`src/rtl/peak_window_detector.sv`:
```
// peak_window_detector
//   Tracks the signed maximum and minimum of a decimated sample stream over one
//   symbol window. The window is framed by the shared free-running sample counter.
//   When the window closes, the block latches peak, trough and the midpoint
//   threshold, then pulses valid. If the counter wraps before the window closes,
//   the window is dropped and abort pulses.
//
//   Optional build macro: PEAK_WINDOW_POS_EN
//     defined   - peak_pos reports the in_count of the first window maximum
//     undefined - no position logic is built and peak_pos is tied to 0
//
// Ports
//   clk        system clock
//   rst        synchronous active-high reset
//   in_count   free-running symbol sample counter (+1 per clk, wraps to 0)
//   data_in    filtered signed sample
//   peak_out   window maximum, registered
//   trough_out window minimum, registered
//   thresh_out (peak+trough)>>>1, registered, rounds toward -inf
//   valid      one-cycle pulse when peak/trough/thresh update
//   abort      one-cycle pulse when a window is abandoned
//   peak_pos   in_count of the first maximum (0 when position tracking is off)

module peak_window_detector #(
  parameter int DATA_W    = 16,
  parameter int CNT_W     = 13,
  parameter int WIN_START = 96,
  parameter int WIN_END   = 4095,
  parameter int DECIM     = 2
) (
  input  logic                     clk,
  input  logic                     rst,
  input  logic [CNT_W-1:0]         in_count,
  input  logic signed [DATA_W-1:0] data_in,
  output logic signed [DATA_W-1:0] peak_out,
  output logic signed [DATA_W-1:0] trough_out,
  output logic signed [DATA_W-1:0] thresh_out,
  output logic                     valid,
  output logic                     abort,
  output logic [CNT_W-1:0]         peak_pos
);

  localparam logic [CNT_W-1:0] CntStart = CNT_W'(WIN_START);
  localparam logic [CNT_W-1:0] CntEnd   = CNT_W'(WIN_END);

  localparam int DCNT_W = (DECIM > 1) ? $clog2(DECIM) : 1;
  localparam logic [DCNT_W-1:0] DcntLast  = DCNT_W'(DECIM - 1);
  // The WIN_START sample is taken on entry, so the first ACQ cycle is one
  // step into the decimation cycle (or already a sample cycle when DECIM=1).
  localparam logic [DCNT_W-1:0] DcntFirst = (DECIM == 1) ? DCNT_W'(0) : DCNT_W'(1);

  typedef enum logic [1:0] {StIdle, StAcq, StLatch, StHold} state_e;

  state_e                   state_q;
  logic signed [DATA_W-1:0] max_q;
  logic signed [DATA_W-1:0] min_q;
  logic [DCNT_W-1:0]        dcnt_q;
  logic                     wrap_seen_q;
  logic signed [DATA_W:0]   sum;
  logic [DCNT_W-1:0]        dcnt_next;

`ifdef PEAK_WINDOW_POS_EN
  logic [CNT_W-1:0]         pos_q;
  logic [CNT_W-1:0]         peak_pos_q;
`endif

  // One extra bit so peak+trough never overflows before the halving shift.
  assign sum       = {max_q[DATA_W-1], max_q} + {min_q[DATA_W-1], min_q};
  assign dcnt_next = (dcnt_q == DcntLast) ? '0 : dcnt_q + 1'b1;

  always_ff @(posedge clk) begin
    if (rst) begin
      state_q     <= StIdle;
      max_q       <= '0;
      min_q       <= '0;
      dcnt_q      <= '0;
      wrap_seen_q <= 1'b0;
      peak_out    <= '0;
      trough_out  <= '0;
      thresh_out  <= '0;
      valid       <= 1'b0;
      abort       <= 1'b0;
`ifdef PEAK_WINDOW_POS_EN
      pos_q       <= '0;
      peak_pos_q  <= '0;
`endif
    end else begin
      valid <= 1'b0;
      abort <= 1'b0;
      unique case (state_q)
        StIdle: begin
          // Exact match only: a window already running at reset release is skipped.
          if (in_count == CntStart) begin
            max_q   <= data_in;
            min_q   <= data_in;
            dcnt_q  <= DcntFirst;
`ifdef PEAK_WINDOW_POS_EN
            pos_q   <= in_count;
`endif
            state_q <= StAcq;
          end
        end
        StAcq: begin
          if (in_count == '0) begin
            // Counter wrapped before the window closed; keep old outputs.
            abort   <= 1'b1;
            state_q <= StIdle;
          end else begin
            if (dcnt_q == '0) begin
              // Strict compares keep the first occurrence on ties.
              if (data_in > max_q) begin
                max_q <= data_in;
`ifdef PEAK_WINDOW_POS_EN
                pos_q <= in_count;
`endif
              end
              if (data_in < min_q) begin
                min_q <= data_in;
              end
            end
            dcnt_q <= dcnt_next;
            if (in_count == CntEnd) begin
              state_q <= StLatch;
            end
          end
        end
        StLatch: begin
          peak_out    <= max_q;
          trough_out  <= min_q;
          thresh_out  <= DATA_W'(sum >>> 1);
          valid       <= 1'b1;
`ifdef PEAK_WINDOW_POS_EN
          peak_pos_q  <= pos_q;
`endif
          // With WIN_END at the counter maximum the wrap lands in this cycle,
          // so HOLD must not wait for another zero.
          wrap_seen_q <= (in_count == '0);
          state_q     <= StHold;
        end
        StHold: begin
          if (in_count == '0 || wrap_seen_q) begin
            wrap_seen_q <= 1'b0;
            state_q     <= StIdle;
          end
        end
        default: state_q <= StIdle;
      endcase
    end
  end

`ifdef PEAK_WINDOW_POS_EN
  assign peak_pos = peak_pos_q;
`else
  assign peak_pos = '0;
`endif

endmodule

```
`config.mk`:
```
export PLATFORM = sky130hd
export DESIGN_NAME = peak_window_detector
export DESIGN_NICKNAME = d
export VERILOG_FILES = /design/src/rtl/peak_window_detector.sv
export SDC_FILE = /design/constraint.sdc
export NUM_CORES = 1
export LEC_CHECK = 0
export CAP_MARGIN = 25
export CORE_MARGIN = 2
export CORE_UTILIZATION = 50
export CTS_CLUSTER_DIAMETER = 80
export CTS_CLUSTER_SIZE = 28
export DETAILED_ROUTE_END_ITERATION = 16
export HOLD_SLACK_MARGIN = 0.05
export PLACE_DENSITY_LB_ADDON = 0.12
export SETUP_SLACK_MARGIN = 0.5
export SLEW_MARGIN = 0
export SYNTH_ARGS = -nofsm -noshare
export SYNTH_HDL_FRONTEND = slang
export SYNTH_SLANG_ARGS = --single-unit
```
`constraint.sdc`:
```
create_clock -name clk -period 2.85 [get_ports clk]
set_input_delay 0.285 -clock clk [delete_from_list [all_inputs] [get_ports clk]]
set_output_delay 0.285 -clock clk [all_outputs]
set_load 0.03 [all_outputs]
```
==> flow_summary.json, run 1 <==
{
  "ys_ff_latch": 86,
  "synth_commonest_cells": "nand2_1 (109), dfxtp_1 (86), a21oi_1 (63), ha_1 (46), nand3_1 (41)",
  "seq_area_frac_synth_pct": 34.1,
  "timing.final.ws_setup_ns": 0.407,
  "yosys.area.top_type": "dfxtp_1",
  "crit_family": "compound AO/OA/AOI/OAI gates",
  "finalPower_mw": 2.23,
  "finalCriticalPeriod_ns": 2.44,
  "ys_types": 57,
  "final_area_mm2": 0.00642,
  "worstHoldStart": "rst",
  "synth_top_cell_area_share_pct": 34.1,
  "wl_per_cell_um": 15.8,
  "cts_buffer_depth": 2,
  "antenna_found_initial": 0,
  "synth_edf_count": 0,
  "insertedDiodeCount": 0,
  "r2r-start": "min_q[0]$_SDFFE_PP0P_",
  "fin_cells": 855,
  "crit_buf_inv": 0,
  "p_seq_share_pct": 53.7,
  "slew_headroom_pct": 58.6,
  "place_area_mm2": 0.00597,
  "grt_use_met2_pct": 39.6,
  "cp_slowest_cell": "a221o_1",
  "port_buffers": 80,
  "reg2reg_setup_slack_ns": 0.41,
  "dp_hpwl_um": 9840,
  "clkPwrFrac_pct": 37.5,
  "postCtsHoldBufs": 0,
  "p_sw_mw": 0.582,
  "critPathCapture": "thresh_out[13]$_SDFFE_PP0P_",
  "cts_made_buffers": 9,
  "grt_pass1_vias": 4372,
  "fmax_mhz": 409,
  "critical_path_arrival_ns": 2.69,
  "track_usage_pct": 24.2,
  "yosys_warnings": 0,
  "ant_nets": 0,
  "clk_pin_slew_ns": 0.10,
  "vias": 4686,
  "crit_required_ns": 3.10,
  "synth-async-reset-ratio_pct": 0,
  "dr.pass1.iters": 4,
  "htreeDepth": 3,
  "clock_latency_ns": 0.35,
  "busiest_layer": "met2",
  "layout.nets": 795,
  "cts_root_buf": "clkbuf_8",
  "cp-start-kind": "flip-flop",
  "ir_worst_vdd_mv": 0.268,
  "avgSynthCellArea_um2": 7.99,
  "p_leak_nw": 2.54,
  "rr_worst_depth": 9,
  "viasPerCell": 5.48,
  "rows": 36,
  "finalClockSkew_ns": 0.0129,
  "cp-end-kind": "flip-flop",
  "rsz0062_at_grt": "true",
  "dp_worst_setup_slack_ns": 0.140,
  "finalCritPeriodShare_pct": 85.7,
  "place_congestion": 0.838,
  "max_cap_viol_count": 0,
  "area_growth_pct": 27.1,
  "final_core_util_pct": 65.6,
  "finalSetupTns_ns": 0,
  "die_x_um": 104,
  "power_frac_comb_pct": 8.8,
  "setup_violations": 0,
  "slowest_delay_ns": 0.38,
  "whs_ns": 0.431,
  "crit_path_max_fanout": 4,
  "dp.cells": 826,
  "p_per_area_mw_per_mm2": 348,
  "grt_overflow_total": 0,
  "grt_max_degree": 80,
  "cp-startpoint": "min_q[0]$_SDFFE_PP0P_",
  "die_area_mm2": 0.0109,
  "fp.dieH_um": 104,
  "hold_violations": 0,
  "drv_slew": 0,
  "synth_most_common_cell": "nand2_1",
  "io_pins": 94,
  "critical_path_depth": 9,
  "synth.area.top_cells": "dfxtp_1 (34%), ha_1 (11%), nand2_1 (8.1%)",
  "swShare_pct": 26.1,
  "r2r_end": "thresh_out[13]$_SDFFE_PP0P_",
  "path_class": "flip-flop to flip-flop",
  "hold_path.class": "primary input to flip-flop",
  "tritoncts": "done",
  "met3_usage_pct": 2.94,
  "drive_gt1_share_pct": 13.0,
  "drt_iter0_markers": 257,
  "met1_usage_pct": 33.7,
  "wl_um": 13500,
  "status": "finished clean",
  "core_mm2": 0.00977,
  "initial_core_util_pct": 51.7,
  "netlist_area_mm2": 0.00505,
  "tightest_slew_ns": 0.622,
  "drc_errors": 0,
  "synth_ff_type": "dfxtp_1",
  "netlist_instances": 632,
  "path_cells": "and2_4 > fa_2 > a21o_1 > a21oi_2 > o21ai_2 > a221o_1 > a221oi_2 > xor2_1 > a211oi_2",
  "p_int_mw": 1.65,
  "cts_sinks": 86,
  "grt_pass1_wl_um": 21400
}
## state kept, by name, summed over array words and instances (netlist names), named ones only
signal and cells:
wrap_seen_q 1, state_q 1, min_q 16, max_q 16, valid 1, abort 1
thresh_out 16, peak_out 16, trough_out 16, dcnt_q 1
## worst min-delay path, cell delays in order
cell and delay (ns):
buf_2 0.11, buf_4 0.27, a211oi_2 0.06
## power by group through the flow
| stage | registers (mW) | clock network, mW | logic (mW) |
|---|---|---|---|
| 2_1_floorplan | 1.23 | 0 | 0.123 |
| 3_3_place_gp | 1.23 | 0 | 0.188 |
| 3_5_place_dp | 1.23 | 0 | 0.191 |
| 4_1_cts | 1.20 | 0.852 | 0.193 |
| 5_1_grt | 1.20 | 0.888 | 0.214 |
| 6_report | 1.20 | 0.836 | 0.195 |
## worst min path at each step
stage | to | slack (ns) | cells past startpoint
after floorplan | trough_out[4]$_SDFFE_PP0P_ | 0.45 | 2
after global placement | thresh_out[4]$_SDFFE_PP0P_ | 0.44 | 2
after detailed placement | peak_out[12]$_SDFFE_PP0P_ | 0.45 | 2
after CTS | peak_out[12]$_SDFFE_PP0P_ | 0.41 | 3
after global routing | trough_out[4]$_SDFFE_PP0P_ | 0.46 | 3
final | thresh_out[13]$_SDFFE_PP0P_ | 0.43 | 3
## placed cells by master, fill, tap and decap left out, types with 3 or more instances in the layout
master	n
buf_4	16
a211o_1	4
dfxtp_1	78
nor3_1	21
clkdlybuf4s50_1	77
xor2_1	4
conb_1	13
inv_1	36
nand3_1	41
o21ai_0	5
a211oi_1	3
buf_6	11
a21oi_1	61
nor3b_1	3
a22oi_1	16
nor2b_1	19
nand2b_1	3
nand2_1	109
ha_1	43
and3_1	4
o21ai_1	4
mux2_4	10
clkbuf_8	11
xnor2_1	6
dfxtp_2	6
nor4_1	4
a21o_1	8
mux2_2	6
nand4_1	6
nor2_1	30
## cell families (layout without fill, tap and decap cells)
kind of cell / count (synthesis) / count (layout) / share of synthesized area [%]
buffers and inverters: 83 / 161 / 7.31
adder cells (fa/ha/maj): 47 / 47 / 11.8
other: 1 / 13 / 0.0743
XOR/XNOR: 11 / 11 / 1.91
AND/OR/NAND/NOR: 255 / 255 / 23.7
flip-flops: 86 / 86 / 34.1
AO/OA/AOI/OAI: 131 / 131 / 16.4
multiplexers: 18 / 18 / 4.71
## cell type report
type / count / area, µm²
fill: 853 / 3360
multi-input combinational: 475 / 3110
sequential: 86 / 1740
timing repair buffer: 108 / 1060
tap: 133 / 166
clock buffer: 11 / 151
inverter: 37 / 141
clock inverter: 5 / 41.3
## layer usage
layer | vias up | share of wire (%)
met4 | 0 | 1.2
met1 | 2189 | 47
met3 | 18 | 5.1
li1 | 2342 | -
met2 | 137 | 47
met5 | - | 0
## what timing repair did
action | 4_1_cts | 5_1_grt
resized for setup | 14 | 30
pin swaps | 4 | 14
buffers inserted | 8 | 4
gates cloned | 0 | 1
endpoints found under the setup margin | 24 | 35
Note: power is estimated with default switching activity, not from simulation.
==> run 2: changes to the inputs <==
Settings changed: CORE_UTILIZATION 50 to 48.
Clock period 2.85 ns to 2 ns, I/O delays scaled along.
==> flow_summary.json, run 2 (same netlist as run 1, synthesis figures left out) <==
{
  "status": "finished with violations",
  "violations": "negative setup slack",
  "finalSetupTns_ns": -8.81,
  "grt_overflow_total": 0,
  "setup_violations": 43,
  "grt_max_degree": 50,
  "initial_core_util_pct": 49.1,
  "finalCriticalPeriod_ns": 2.38,
  "place_area_mm2": 0.00691,
  "path_cells": "and2_4 > fa_2 > a21o_1 > a21oi_2 > o21ai_2 > a221o_1 > a221oi_2 > xor2_1 > a211oi_2",
  "crit_required_ns": 2.27,
  "die_x_um": 107,
  "dr.pass1.iters": 5,
  "crit_path_max_fanout": 2,
  "insertedDiodeCount": 0,
  "place_congestion": 0.857,
  "clock_latency_ns": 0.38,
  "ant_nets": 0,
  "drive_gt1_share_pct": 34.1,
  "cp-start-kind": "flip-flop",
  "met2WireLength_um": 8080,
  "hold_violations": 0,
  "final_common_cell": "buf_4",
  "cts_sinks": 86,
  "cts_made_buffers": 9,
  "slowest_delay_ns": 0.35,
  "port_buffers": 80,
  "track_usage_pct": 27.6,
  "final_cell_mix": "buf_4 (104), nand2_1 (99), dfxtp_1 (77)",
  "io_pins": 94,
  "crit_buf_inv": 0,
  "critical_path_arrival_ns": 2.65,
  "die_area_mm2": 0.0114,
  "finalClockSkew_ns": 0.0174,
  "rows": 37,
  "wl_um": 16600,
  "viasPerCell": 5.54,
  "fmax_mhz": 420,
  "dp_hpwl_um": 11100,
  "area_growth_pct": 53.7,
  "crit_family": "compound AO/OA/AOI/OAI gates",
  "num-fill-cells": 750,
  "fp.dieH_um": 107,
  "rsz0062_at_grt": "true",
  "antenna_found_initial": 0,
  "timing.final.ws_setup_ns": -0.383,
  "grt_pass1_vias": 5163,
  "whs_ns": 0.329,
  "path_class": "flip-flop to flip-flop",
  "tritoncts": "done",
  "cts_buffer_depth": 2,
  "clk_pin_slew_ns": 0.11,
  "ir_worst_vdd_mv": 0.395,
  "p_per_area_mw_per_mm2": 436,
  "vias": 5354,
  "final_core_util_pct": 75.5,
  "layout.nets": 903,
  "p_leak_nw": 3.54,
  "dr_wl_met3_um": 868,
  "drc_errors": 0,
  "hold_path.class": "primary input to flip-flop",
  "m1WireLength_um": 7250,
  "finalCritPeriodShare_pct": 119,
  "top_layer": "met4",
  "cts_root_buf": "clkbuf_8",
  "core_mm2": 0.0103,
  "max_cap_viol_count": 0,
  "htreeDepth": 3,
  "final_area_mm2": 0.00776,
  "wl_per_cell_um": 17.2,
  "finalPower_mw": 3.38,
  "grt_pass1_wl_um": 25000,
  "drt_iter0_markers": 335,
  "cp-end-kind": "flip-flop",
  "drv_slew": 0,
  "cp_slowest_cell": "fa_2"
}
-- run 2: changes by cell type in the layout (fill, tap and decap cells not counted), moves of 9 or more --
cell	previous run	this run
nand2_1	109	99
nand3_1	41	15
a21oi_2	2	11
buf_4	16	104
a21oi_1	61	51
nand2_2	0	10
clkdlybuf4s50_1	77	15
buf_6	11	26
nand3_2	0	26
dlygate4sd2_1	0	52
-- run 2: cell type report --
| type | count | area, µm² | area share [%] |
|---|---|---|---|
| multi-input combinational | 476 | 3590 | 46.2 |
| clock inverter | 7 | 78.8 | 1.02 |
| inverter | 37 | 146 | 1.89 |
| sequential | 86 | 1740 | 22.5 |
| tap | 136 | 170 | 2.19 |
| timing repair buffer | 215 | 1910 | 24.6 |
| clock buffer | 9 | 124 | 1.60 |
-- run 2: report_power, final --
group          total (mW)  switching (mW)  leakage [nW]  internal, mW
Combinational       0.363           0.210          2.74         0.153
Sequential           1.71        0.000206         0.698          1.71
Clock                1.31           0.719         0.105         0.594
Total                3.38           0.930          3.54          2.45
-- run 2: worst paths after layout --
| check | from | to | slack (ns) | cells past startpoint |
|---|---|---|---|---|
| setup / recovery | min_q[0]$_SDFFE_PP0P_ | thresh_out[13]$_SDFFE_PP0P_ | -0.38 | 9 |
| hold / removal | rst | min_q[9]$_SDFFE_PP0P_ | 0.33 | 3 |
| hold reg to reg | peak_out[15]$_SDFFE_PP0P_ | peak_out[15]$_SDFFE_PP0P_ | 0.45 | 2 |
| setup reg to reg | min_q[0]$_SDFFE_PP0P_ | thresh_out[13]$_SDFFE_PP0P_ | -0.38 | 9 |
-- run 2: per-stage QoR --
step	std cells	setup WS, ns
after floorplan	644	-0.247
after global placement	926	-0.612
after detailed placement	926	-0.689
after CTS	956	-0.349
after global routing	966	-0.452
final	966	-0.383
-- run 2: timing repair --
item | 4_1_cts | 5_1_grt
cloned | 1 | 1
pin swaps | 46 | 32
setup endpoints to repair | 99 | 71
gates resized for setup | 127 | 69
hold buffers | 0 | 0
buffers inserted | 13 | 9
endpoints found under the hold margin | 0 | 0
-- run 2: layer usage --
metal | global-route usage, % | vias to the layer above
li1 | - | 2563
met1 | 36.0 | 2564
met2 | 47.1 | 194
met3 | 3.43 | 33
met4 | 9.74 | 0
met5 | 0 | -
-- run 2: worst reg2reg max path, delay by kind of cell, from the launching register on --
kind                     cells  cell delay [ns]
flip-flops                   1             0.33
AND/OR/NAND/NOR              1             0.16
XOR/XNOR                     1             0.23
adder cells (fa/ha/maj)      1             0.35
AO/OA/AOI/OAI                6             1.24
==> run 3: changes to the inputs <==
Settings changed: TNS_END_PERCENT from default to 1.
==> flow_summary.json, run 3 (same netlist as run 1, synthesis figures left out) <==
{
  "slew_headroom_pct": 66.4,
  "p_per_area_mw_per_mm2": 448,
  "ant_nets": 0,
  "setup_violations": 43,
  "drc_errors": 0,
  "initial_core_util_pct": 49.1,
  "port_buffers": 80,
  "ir_worst_vdd_mv": 0.273,
  "viasPerCell": 5.27,
  "drv_slew": 0,
  "fmax_mhz": 423,
  "tritoncts": "done",
  "die_x_um": 107,
  "final_core_util_pct": 69.8,
  "core_mm2": 0.0103,
  "track_usage_pct": 25.7,
  "layout.nets": 893,
  "insertedDiodeCount": 0,
  "antenna_found_initial": 0,
  "drive_gt1_share_pct": 24.2,
  "p_leak_nw": 3.30,
  "grt_overflow_total": 0,
  "finalClockSkew_ns": 0.0149,
  "multi_input_area_mm2": 0.00320,
  "m1WireLength_um": 6740,
  "io_pins": 94,
  "dp_hpwl_um": 10700,
  "path_class": "flip-flop to flip-flop",
  "area_growth_pct": 42.0,
  "regArea_mm2": 0.00173,
  "clock_latency_ns": 0.36,
  "num-fill-cells": 847,
  "finalCritPeriodShare_pct": 118,
  "rows": 37,
  "final_cell_mix": "buf_4 (119), nand2_1 (109), dfxtp_1 (80)",
  "max_cap_viol_count": 0,
  "met2WireLength_um": 6480,
  "grt_pass1_vias": 4812,
  "hold_violations": 0,
  "critical_path_arrival_ns": 2.60,
  "wl_per_cell_um": 15.0,
  "die_area_mm2": 0.0114,
  "wl_um": 14300,
  "whs_ns": 0.315,
  "cts_made_buffers": 9,
  "violations": "negative setup slack",
  "cp-start-kind": "flip-flop",
  "rsz0062_at_grt": "true",
  "clk_pin_slew_ns": 0.09,
  "top_layer": "met4",
  "drt_iter0_markers": 246,
  "finalPower_mw": 3.21,
  "final_common_cell": "buf_4",
  "grt_max_degree": 60,
  "fp.dieH_um": 107,
  "htreeDepth": 3,
  "cts_buffer_depth": 2,
  "cp-end-kind": "flip-flop",
  "tightest_slew_ns": 0.502,
  "hold_path.class": "primary input to flip-flop",
  "crit_path_max_fanout": 2,
  "timing.final.ws_setup_ns": -0.365,
  "finalCriticalPeriod_ns": 2.37,
  "cts_sinks": 86,
  "status": "finished with violations",
  "dr.pass1.iters": 4,
  "place_congestion": 0.880,
  "vias": 5023,
  "grt_pass1_wl_um": 23300,
  "cts_root_buf": "clkbuf_8",
  "dr_wl_met3_um": 781,
  "crit_required_ns": 2.24
}
-- run 3: cell count changes in the layout (fill, tap and decap cells not counted), moves of 5 or more --
cell / delta
nand3_1: +26
nand3_2: -26
buf_6: -24
buf_4: +15
nand2_1: +10
nand2_2: -10
a21oi_1: +9
a21oi_2: -8
clkdlybuf4s50_1: +5
dlygate4sd2_1: +5
-- run 3: report_power, final --
group | switching, mW | total (mW) | internal, mW
Sequential | 0.000174 | 1.71 | 1.71
Clock | 0.613 | 1.18 | 0.562
Combinational | 0.186 | 0.328 | 0.142
-- run 3: metal layers --
| layer | vias to the layer above | GRT usage [%] |
|---|---|---|
| met4 | 0 | 7.70 |
| met3 | 23 | 3.13 |
| met2 | 146 | 41.4 |
| met5 | - | 0 |
| li1 | 2535 | - |
| met1 | 2319 | 36.2 |
-- run 3: critical path, cell delays in order (launching register included) --
cell      delay [ns]
dfxtp_1         0.34
and2_4          0.15
fa_2            0.36
a21o_1          0.19
a21oi_2         0.18
o21ai_2         0.08
a221o_1         0.34
a221oi_2        0.30
xor2_1          0.21
a211oi_2        0.09
-- run 3: area by class of cell --
cell class	instances	share of cell area [%]
timing repair buffer	206	24.4
tap	136	2.37
inverter	37	1.94
clock buffer	10	1.78
sequential	86	24.2
multi-input combinational	475	44.6
clock inverter	4	0.698
-- run 3: path summary, 6_finish.rpt --
| path | slack, ns | cells after the start | startpoint | to |
|---|---|---|---|---|
| max | -0.37 | 9 | min_q[0]$_SDFFE_PP0P_ | thresh_out[13]$_SDFFE_PP0P_ |
| min | 0.32 | 3 | rst | min_q[11]$_SDFFE_PP0P_ |
| max reg2reg | -0.37 | 9 | min_q[0]$_SDFFE_PP0P_ | thresh_out[13]$_SDFFE_PP0P_ |
| min reg2reg | 0.45 | 2 | thresh_out[2]$_SDFFE_PP0P_ | thresh_out[2]$_SDFFE_PP0P_ |
-- run 3: stage by stage --
step                TNS [ns]  instances  setup slack, ns  instance area, µm²
floorplan              -5.40        644           -0.274                5120
global placement      -16.69        929           -0.553                6770
detailed placement    -19.47        929           -0.613                6770
CTS                    -7.04        954           -0.345                7090
global route          -10.69        954           -0.443                7170
finish                 -7.20        954           -0.365                7170
-- run 3: repair_timing --
item                                    4_1_cts  5_1_grt
endpoints found under the setup margin      100       76
resized for setup                            82       14
hold endpoints to repair                      0        0
pin swaps                                    25       15
cloned                                        1        0
hold buffers                                  0        0
buffers inserted                             10        0
